## config.mk

```make
export PLATFORM = sky130hd
export DESIGN_NAME = countdown_digit_ctrl
export DESIGN_NICKNAME = d
export VERILOG_FILES = /design/src/rtl/countdown_digit_ctrl.sv
export SDC_FILE = /design/constraint.sdc
export NUM_CORES = 1
export LEC_CHECK = 0
export ABC_AREA = 1
export BUFFER_PORTS_ARGS = -buffer_cell sky130_fd_sc_hd__buf_4
export CAP_MARGIN = 20
export CORE_ASPECT_RATIO = 0.8
export CORE_MARGIN = 1.5
export CORE_UTILIZATION = 48
export DETAILED_ROUTE_END_ITERATION = 8
export GPL_ROUTABILITY_DRIVEN = 1
export PLACE_DENSITY = 0.78
export SYNTH_ARGS = -nofsm -noshare
export SYNTH_HDL_FRONTEND = slang
export SYNTH_SLANG_ARGS = --single-unit
export TNS_END_PERCENT = 30
```

## constraint.sdc

```tcl
create_clock -name Clk -period 1.7 [get_ports Clk]
set_input_delay 0.17 -clock Clk [delete_from_list [all_inputs] [get_ports Clk]]
set_output_delay 0.17 -clock Clk [all_outputs]
set_load 0.05 [all_outputs]
```

## src/rtl/countdown_digit_ctrl.sv

```systemverilog
// rtl/countdown_digit_ctrl.sv - digit sprite countdown sequencer with 2-cycle keyed pixel pipeline
module countdown_digit_ctrl #(
    parameter int START_VAL     = 5,
    parameter int TICKS_PER_SEC = 60,
    parameter int X0            = 304,
    parameter int Y0            = 228,
    parameter int KEY           = 391
) (
    input  logic       Clk,
    input  logic       Reset,
    input  logic       frame_clk,
    input  logic       start,
    input  logic       pause,
    input  logic [9:0] DrawX,
    input  logic [9:0] DrawY,
    input  logic [9:0] sprite_pix,
    output logic [3:0] digit,
    output logic [4:0] sprite_row,
    output logic [4:0] sprite_col,
    output logic       pix_on,
    output logic [9:0] pix_rgb,
    output logic       running,
    output logic       expired,
    output logic       expire_pulse
);
    localparam int TW = $clog2(TICKS_PER_SEC) + 1;

    localparam logic [1:0] S_IDLE    = 2'd0;
    localparam logic [1:0] S_RUN     = 2'd1;
    localparam logic [1:0] S_PAUSE   = 2'd2;
    localparam logic [1:0] S_EXPIRED = 2'd3;

    localparam logic [TW-1:0] TICK_LAST   = TW'(TICKS_PER_SEC - 1);
    localparam logic [3:0]    DIGIT_START = 4'(START_VAL);
    localparam bit            START_ZERO  = (START_VAL == 0);
    localparam logic [9:0]    X0_W        = 10'(X0);
    localparam logic [9:0]    Y0_W        = 10'(Y0);
    localparam logic [10:0]   X_LO        = 11'(X0);
    localparam logic [10:0]   X_HI        = 11'(X0 + 32);
    localparam logic [10:0]   Y_LO        = 11'(Y0);
    localparam logic [10:0]   Y_HI        = 11'(Y0 + 24);
    localparam logic [9:0]    KEY_W       = 10'(KEY);

    logic [1:0]    state, state_n;
    logic [3:0]    digit_n;
    logic [TW-1:0] tick_cnt, tick_n;
    logic          pulse_n;
    logic          fc_q, fe;
    logic          in_box, in_box_q, pix_hit;
    logic [4:0]    rx, ry;

    assign fe = frame_clk & ~fc_q;

    always_comb begin
        state_n = state;
        digit_n = digit;
        tick_n  = tick_cnt;
        pulse_n = 1'b0;
        if (start) begin
            digit_n = DIGIT_START;
            tick_n  = '0;
            if (START_ZERO) begin
                state_n = S_EXPIRED;
                pulse_n = 1'b1;
            end else begin
                state_n = S_RUN;
            end
        end else begin
            case (state)
                S_RUN: begin
                    // pause wins over a coincident frame edge
                    if (pause) begin
                        state_n = S_PAUSE;
                    end else if (fe) begin
                        if (tick_cnt == TICK_LAST) begin
                            tick_n  = '0;
                            digit_n = digit - 4'd1;
                            if (digit == 4'd1) begin
                                state_n = S_EXPIRED;
                                pulse_n = 1'b1;
                            end
                        end else begin
                            tick_n = tick_cnt + TW'(1);
                        end
                    end
                end
                S_PAUSE: begin
                    if (!pause) state_n = S_RUN;
                end
                default: ;
            endcase
        end
    end

    // 11-bit compares keep X0+32 / Y0+24 from wrapping
    assign in_box = ({1'b0, DrawX} >= X_LO) && ({1'b0, DrawX} < X_HI) &&
                    ({1'b0, DrawY} >= Y_LO) && ({1'b0, DrawY} < Y_HI);
    assign rx      = 5'(DrawX - X0_W);
    assign ry      = 5'(DrawY - Y0_W);
    assign pix_hit = in_box_q && (state != S_IDLE) && (sprite_pix != KEY_W);

    always_ff @(posedge Clk) begin
        if (Reset) begin
            fc_q         <= 1'b1;
            state        <= S_IDLE;
            digit        <= '0;
            tick_cnt     <= '0;
            running      <= 1'b0;
            expired      <= 1'b0;
            expire_pulse <= 1'b0;
            in_box_q     <= 1'b0;
            sprite_row   <= '0;
            sprite_col   <= '0;
            pix_on       <= 1'b0;
            pix_rgb      <= '0;
        end else begin
            fc_q         <= frame_clk;
            state        <= state_n;
            digit        <= digit_n;
            tick_cnt     <= tick_n;
            running      <= (state_n == S_RUN) || (state_n == S_PAUSE);
            expired      <= (state_n == S_EXPIRED);
            expire_pulse <= pulse_n;
            in_box_q     <= in_box;
            sprite_row   <= in_box ? ry : 5'd0;
            sprite_col   <= in_box ? rx : 5'd0;
            pix_on       <= pix_hit;
            pix_rgb      <= pix_hit ? sprite_pix : 10'd0;
        end
    end
endmodule

```

* After elaboration in Yosys (flattened, before gate mapping)
Index checks and enable logic that the tools add are counted.
Storage, ports and cells: register bits after elaboration 39, logic and storage cells 69
Operators by class: reduce and logical (&&, ||, !) cells 17, $add $sub $neg 4, equal/unequal tests 9, mux-type cells 14, bitwise gates (word level) 8, order comparisons 4
Operators by type and width (number):
- 2-to-1 mux 3 bit | 5
- 2-to-1 mux 2 bit | 6
- greater-or-equal comparator 10 x 8 -> 1 bit, second input constant | 1
- greater-or-equal comparator 10 x 9 -> 1 bit, second input constant | 1
- less-than comparator 10 x 8 -> 1 bit, second input constant | 1
- less-than comparator 10 x 9 -> 1 bit, second input constant | 1
- != test 10 x 9 -> 1 bit, second input constant | 1
- AND reduction 4 bit | 2
- nonzero test 2 bit | 4
- adder 7 x 1 -> 7 bit, second input constant | 1
- equality test 7 x 6 -> 1 bit, second input constant | 1
- 2-to-1 mux 7 bit | 1
- NOT 1 bit | 7
- equality test 2 bit, second input constant | 3
- OR reduction 2 bit | 3
- OR reduction 6 bit | 1
- logical AND 1 bit | 5
- subtractor 5 x 3 -> 5 bit, second input constant | 1
- subtractor 5 bit, second input constant | 1
- equality test 2 x 1 -> 1 bit, second input constant | 2
- equality test 4 x 1 -> 1 bit, second input constant | 1
- case mux 2 bit (2 select lines) | 1
- subtractor 4 x 1 -> 4 bit, second input constant | 1
- AND reduction 3 bit | 1
- other kinds (4) | 4

* Depth between registers and ports, before layout
depth after elaboration 9, gate-level depth with buffers 13, mapped depth without buffers 13

* Worst setup path before layout
No wires, ideal clock.
kind reg2reg, start register digit[1], end register running, buffers on the path 0, arrival time 1700 ps, cell stages (with the launch flop) 14, path slack -117 ps, cell sequence dfxtp_1 -> inv_1 -> ha_1 -> nand2_1 -> nor2_1 -> nand2_1 -> nand2_1 -> nand2_1 -> nand2_1 -> nand2_1 -> inv_1 -> ha_1 -> inv_1 -> nor2_1
On the way: cells in the longest elaborated chain, start to end 9
Ends and longest elaborated chain:
- from (decl) | line 17 | output logic [3:0] digit,
- from (signal assigned) | line 119 | digit <= digit_n;
- equality test 4 x 1 -> 1 bit * | line 78 | if (digit == 4'd1) begin
- 2-to-1 mux 2 bit * | line 78
- 2-to-1 mux 2 bit * | line 75 | if (tick_cnt == TICK_LAST) begin
- 2-to-1 mux 2 bit * | line 74 | end else if (fe) begin
- 2-to-1 mux 2 bit * | line 72 | if (pause) begin
- case mux 2 bit (2 select lines) * | line 69 | case (state)
- 2-to-1 mux 2 bit * | line 59 | if (start) begin
- via state_n[1] | line 44 | logic [1:0] state, state_n;
- equality test 2 x 1 -> 1 bit / equality test 2 bit (equally long branches) | line 121 | running <= (state_n == S_RUN) || (state_n == S_PAUSE);
- logical OR 1 bit * | line 121
- to (signal assigned) | line 121
- to (decl) | line 22 | output logic running,
The timed path passes the listed nets; every way through them passes the cells marked *. A chain may end at the register's enable or synchronous reset.

* Final worst setup path
start register state[1], end register running
RTL lines:
- from (decl) | line 44
- from (signal assigned) | line 118 | state <= state_n;
- equality test 2 bit / equality test 2 x 1 -> 1 bit (equally long branches) | line 69
- case mux 2 bit (2 select lines) * | line 69
- 2-to-1 mux 2 bit * | line 59
- via state_n[0] | line 44
- equality test 2 x 1 -> 1 bit / equality test 2 bit (equally long branches) | line 121
- logical OR 1 bit * | line 121
Marked as above.

==> flow_metrics.tcl <==
set metrics [dict create \
    worstMarginPinSlew_ns 0.416 \
    finalSetupViolations 0 \
    gr-total-overflow 0 \
    yosysUniqueCellTypes 24 \
    wl_microns 3620 \
    cp.arrival_ns 1.70 \
    crit_slowest_cell "dfxtp_2" \
    drc 0 \
    startpoint_type "register" \
    maxSlewHeadroom_pct 72.2 \
    net-switching-power_mw 0.418 \
    synth_edf_count 0 \
    grt_usage_pct 18.7 \
    routedWlPerCell_microns 10.7 \
    area_delta_synth_final_pct 40.1 \
    crit_top_cell "nand2_1" \
    hp-class "primary input to register" \
    die_area_sq_mm 0.00395 \
    max_freq_mhz 656 \
    yosysWarnings 0 \
    clkSinkCount 39 \
    port_buffers 62 \
    nets 342 \
    hpwlAfterDp_microns 2700 \
    worstPathRequired_ns 1.88 \
    cts_resized 0 \
    worstSetupPathType "register to register" \
    fin_crit_sh_pct 89.6 \
    gp_congestion 0.803 \
    core_area_sq_mm 0.00342 \
    antennaDiodeCount 0 \
    grt_antenna_before_repair 0 \
    cpLargestDelayFamily "adder cells" \
    power.leakage_nw 1.23 \
    final.setup_skew_ns 0.0102 \
    syn_area_sq_mm 0.00172 \
    synth-seq-cells 39 \
    cts_tree "built" \
    status "finished clean" \
    cp-end-kind "register" \
    p_per_area_mw_per_mm2 838 \
    cts_hold_buf 0 \
    internal_power_mw 1.60 \
    cts.clk_slew.worst_paths_ns 0.07 \
    cts_buffers 5 \
    start_util_pct 50.2 \
    die_x_microns 69.9 \
    cp_max_fo 3 \
    swShare_pct 20.7 \
    fin_crit_ns 1.52 \
    seqPwrFrac_pct 46.0 \
    clk_latency_ns 0.29 \
    row_count 19 \
    hold_ws_ns 0.0592 \
    grt_start_max_net_pins 13 \
    seq_area_frac_synth_pct 45.4 \
    pwr-share-comb_pct 9.4 \
    die_h_microns 56.5 \
    first_global_vias 1397 \
    finalPower_mw 2.02 \
    grt_pass1_wl_microns 5910 \
    async_flop_share_pct 0 \
    clockBufferDepth 2 \
    avgViaCountPerCell 4.76 \
    peakVddDrop_uv 522 \
    p_clk_share_pct 44.6 \
    netlist_instances 230 \
    htreeDepth 2 \
    ys.flop_type "dfxtp_1" \
    antenna_left 0 \
    path_cells "inv_2, ha_4, nand2_1, o21ai_1, inv_1, nand2_1, nand2_1, ha_1, inv_1, nor2_1" \
    root_buffer "clkbuf_8" \
    crit_buf_inv 3 \
    max_stage_delay_ns 0.35 \
    post_cts_buffers 0 \
    syn_area_per_cell_sq_um 7.47 \
    synth_nets 275 \
    num_vias 1617 \
    hold_viol 0 \
    drtIter0Drc 114 \
    cap_viol_max_count 0 \
    utilization_pct 70.3 \
    final-max-slew-violation-count 0 \
    pin_count 63 \
    drive_above_1_share_pct 30.2 \
    firstDrtPassIters 4 \
]
==> cell type report <==
type                    instances  area, sq um
clock buffers                   6         72.6
well taps                      42         52.6
fillers                       295         1020
inverters                      53          199
multi-input cells             134          754
flip-flops and latches         39          788
clock inverters                 2         60.1
repair buffers                 64          480
==> Yosys cell counts (2+ instances only) <==
| cell | instances | share of area [%] |
|---|---|---|
| inv_1 | 52 | 11 |
| ha_1 | 10 | 7.3 |
| nand3_1 | 15 | 4.4 |
| nor3_1 | 12 | 3.5 |
| xnor2_1 | 2 | 1.0 |
| nor2_4 | 3 | 2.0 |
| buf_2 | 4 | 1.2 |
| o21ai_0 | 4 | 1.2 |
| nand4_1 | 3 | 1.1 |
| dfxtp_1 | 39 | 45 |
| nor4_1 | 2 | 0.73 |
| nand2_1 | 37 | 8.1 |
| a21oi_1 | 7 | 2.0 |
| nor2_1 | 30 | 6.6 |
==> layer usage <==
| layer | track usage [%] | routed length [microns] | vias up |
|---|---|---|---|
| met2 | 29.4 | 1670 | 54 |
| met4 | 7.14 | 51 | 0 |
| met1 | 24.1 | 1670 | 723 |
| li1 | - | - | 834 |
| met5 | 0 | 0 | - |
| met3 | 5.92 | 239 | 6 |
==> per-stage QoR <==
step	setup TNS [ns]	setup slack, ns	instances	area, sq um
after CTS	0	0.0643	340	2370
after global placement	0	0.130	332	2230
after detailed placement	0	0.0692	332	2230
after floorplan	0	0.0719	230	1720
final	0	0.177	340	2410
after global routing	-0.000640	-0.000640	340	2410
==> power groups by stage <==
stage          registers (mW)  logic, mW  clock network [mW]
3_3_place_gp            0.949      0.182                   0
3_5_place_dp            0.949      0.184                   0
4_1_cts                 0.927      0.185               0.915
5_1_grt                 0.929      0.211               0.963
2_1_floorplan           0.967     0.0769                   0
6_report                0.928      0.189               0.901
==> path summary, 6_finish.rpt <==
path,start,endpoint,slack [ns],depth (start not counted)
hold / removal,DrawX[4],sprite_col[4],0.06,2
setup reg to reg,state[1],running,0.18,10
hold reg to reg,tick_cnt[6],tick_cnt[6],0.50,2
setup / recovery,state[1],running,0.18,10
==> logic make-up after synthesis <==
logic type,share of synthesized area (%)
flip-flops,45.4
AND/OR/NAND/NOR,28.6
adder cells (fa/ha/maj),7.28
XOR/XNOR,1.02
AO/OA/AOI/OAI,4.88
buffers and inverters,12.7
==> registers in the layout, indices dropped and copies added (netlist names) <==
name / flops
pix_rgb: 10
tick_cnt: 7
sprite_col: 5
sprite_row: 5
digit: 4
state: 2
expire_pulse: 1
expired: 1
fc_q: 1
in_box_q: 1
pix_on: 1
running: 1
==> cell usage in the layout, fill, tap and decap left out, types with 3 or more instances in the layout <==
cell type  instances
nand3_1           15
nor3_1            12
dfxtp_2            6
clkbuf_8           5
nand4_1            3
inv_1             50
nand2_1           36
nor2_4             3
o21ai_0            3
inv_2              3
buf_4             64
dfxtp_1           33
ha_1               7
a21oi_1            7
nor2_1            30
Power figures use the tool's default switching activity.
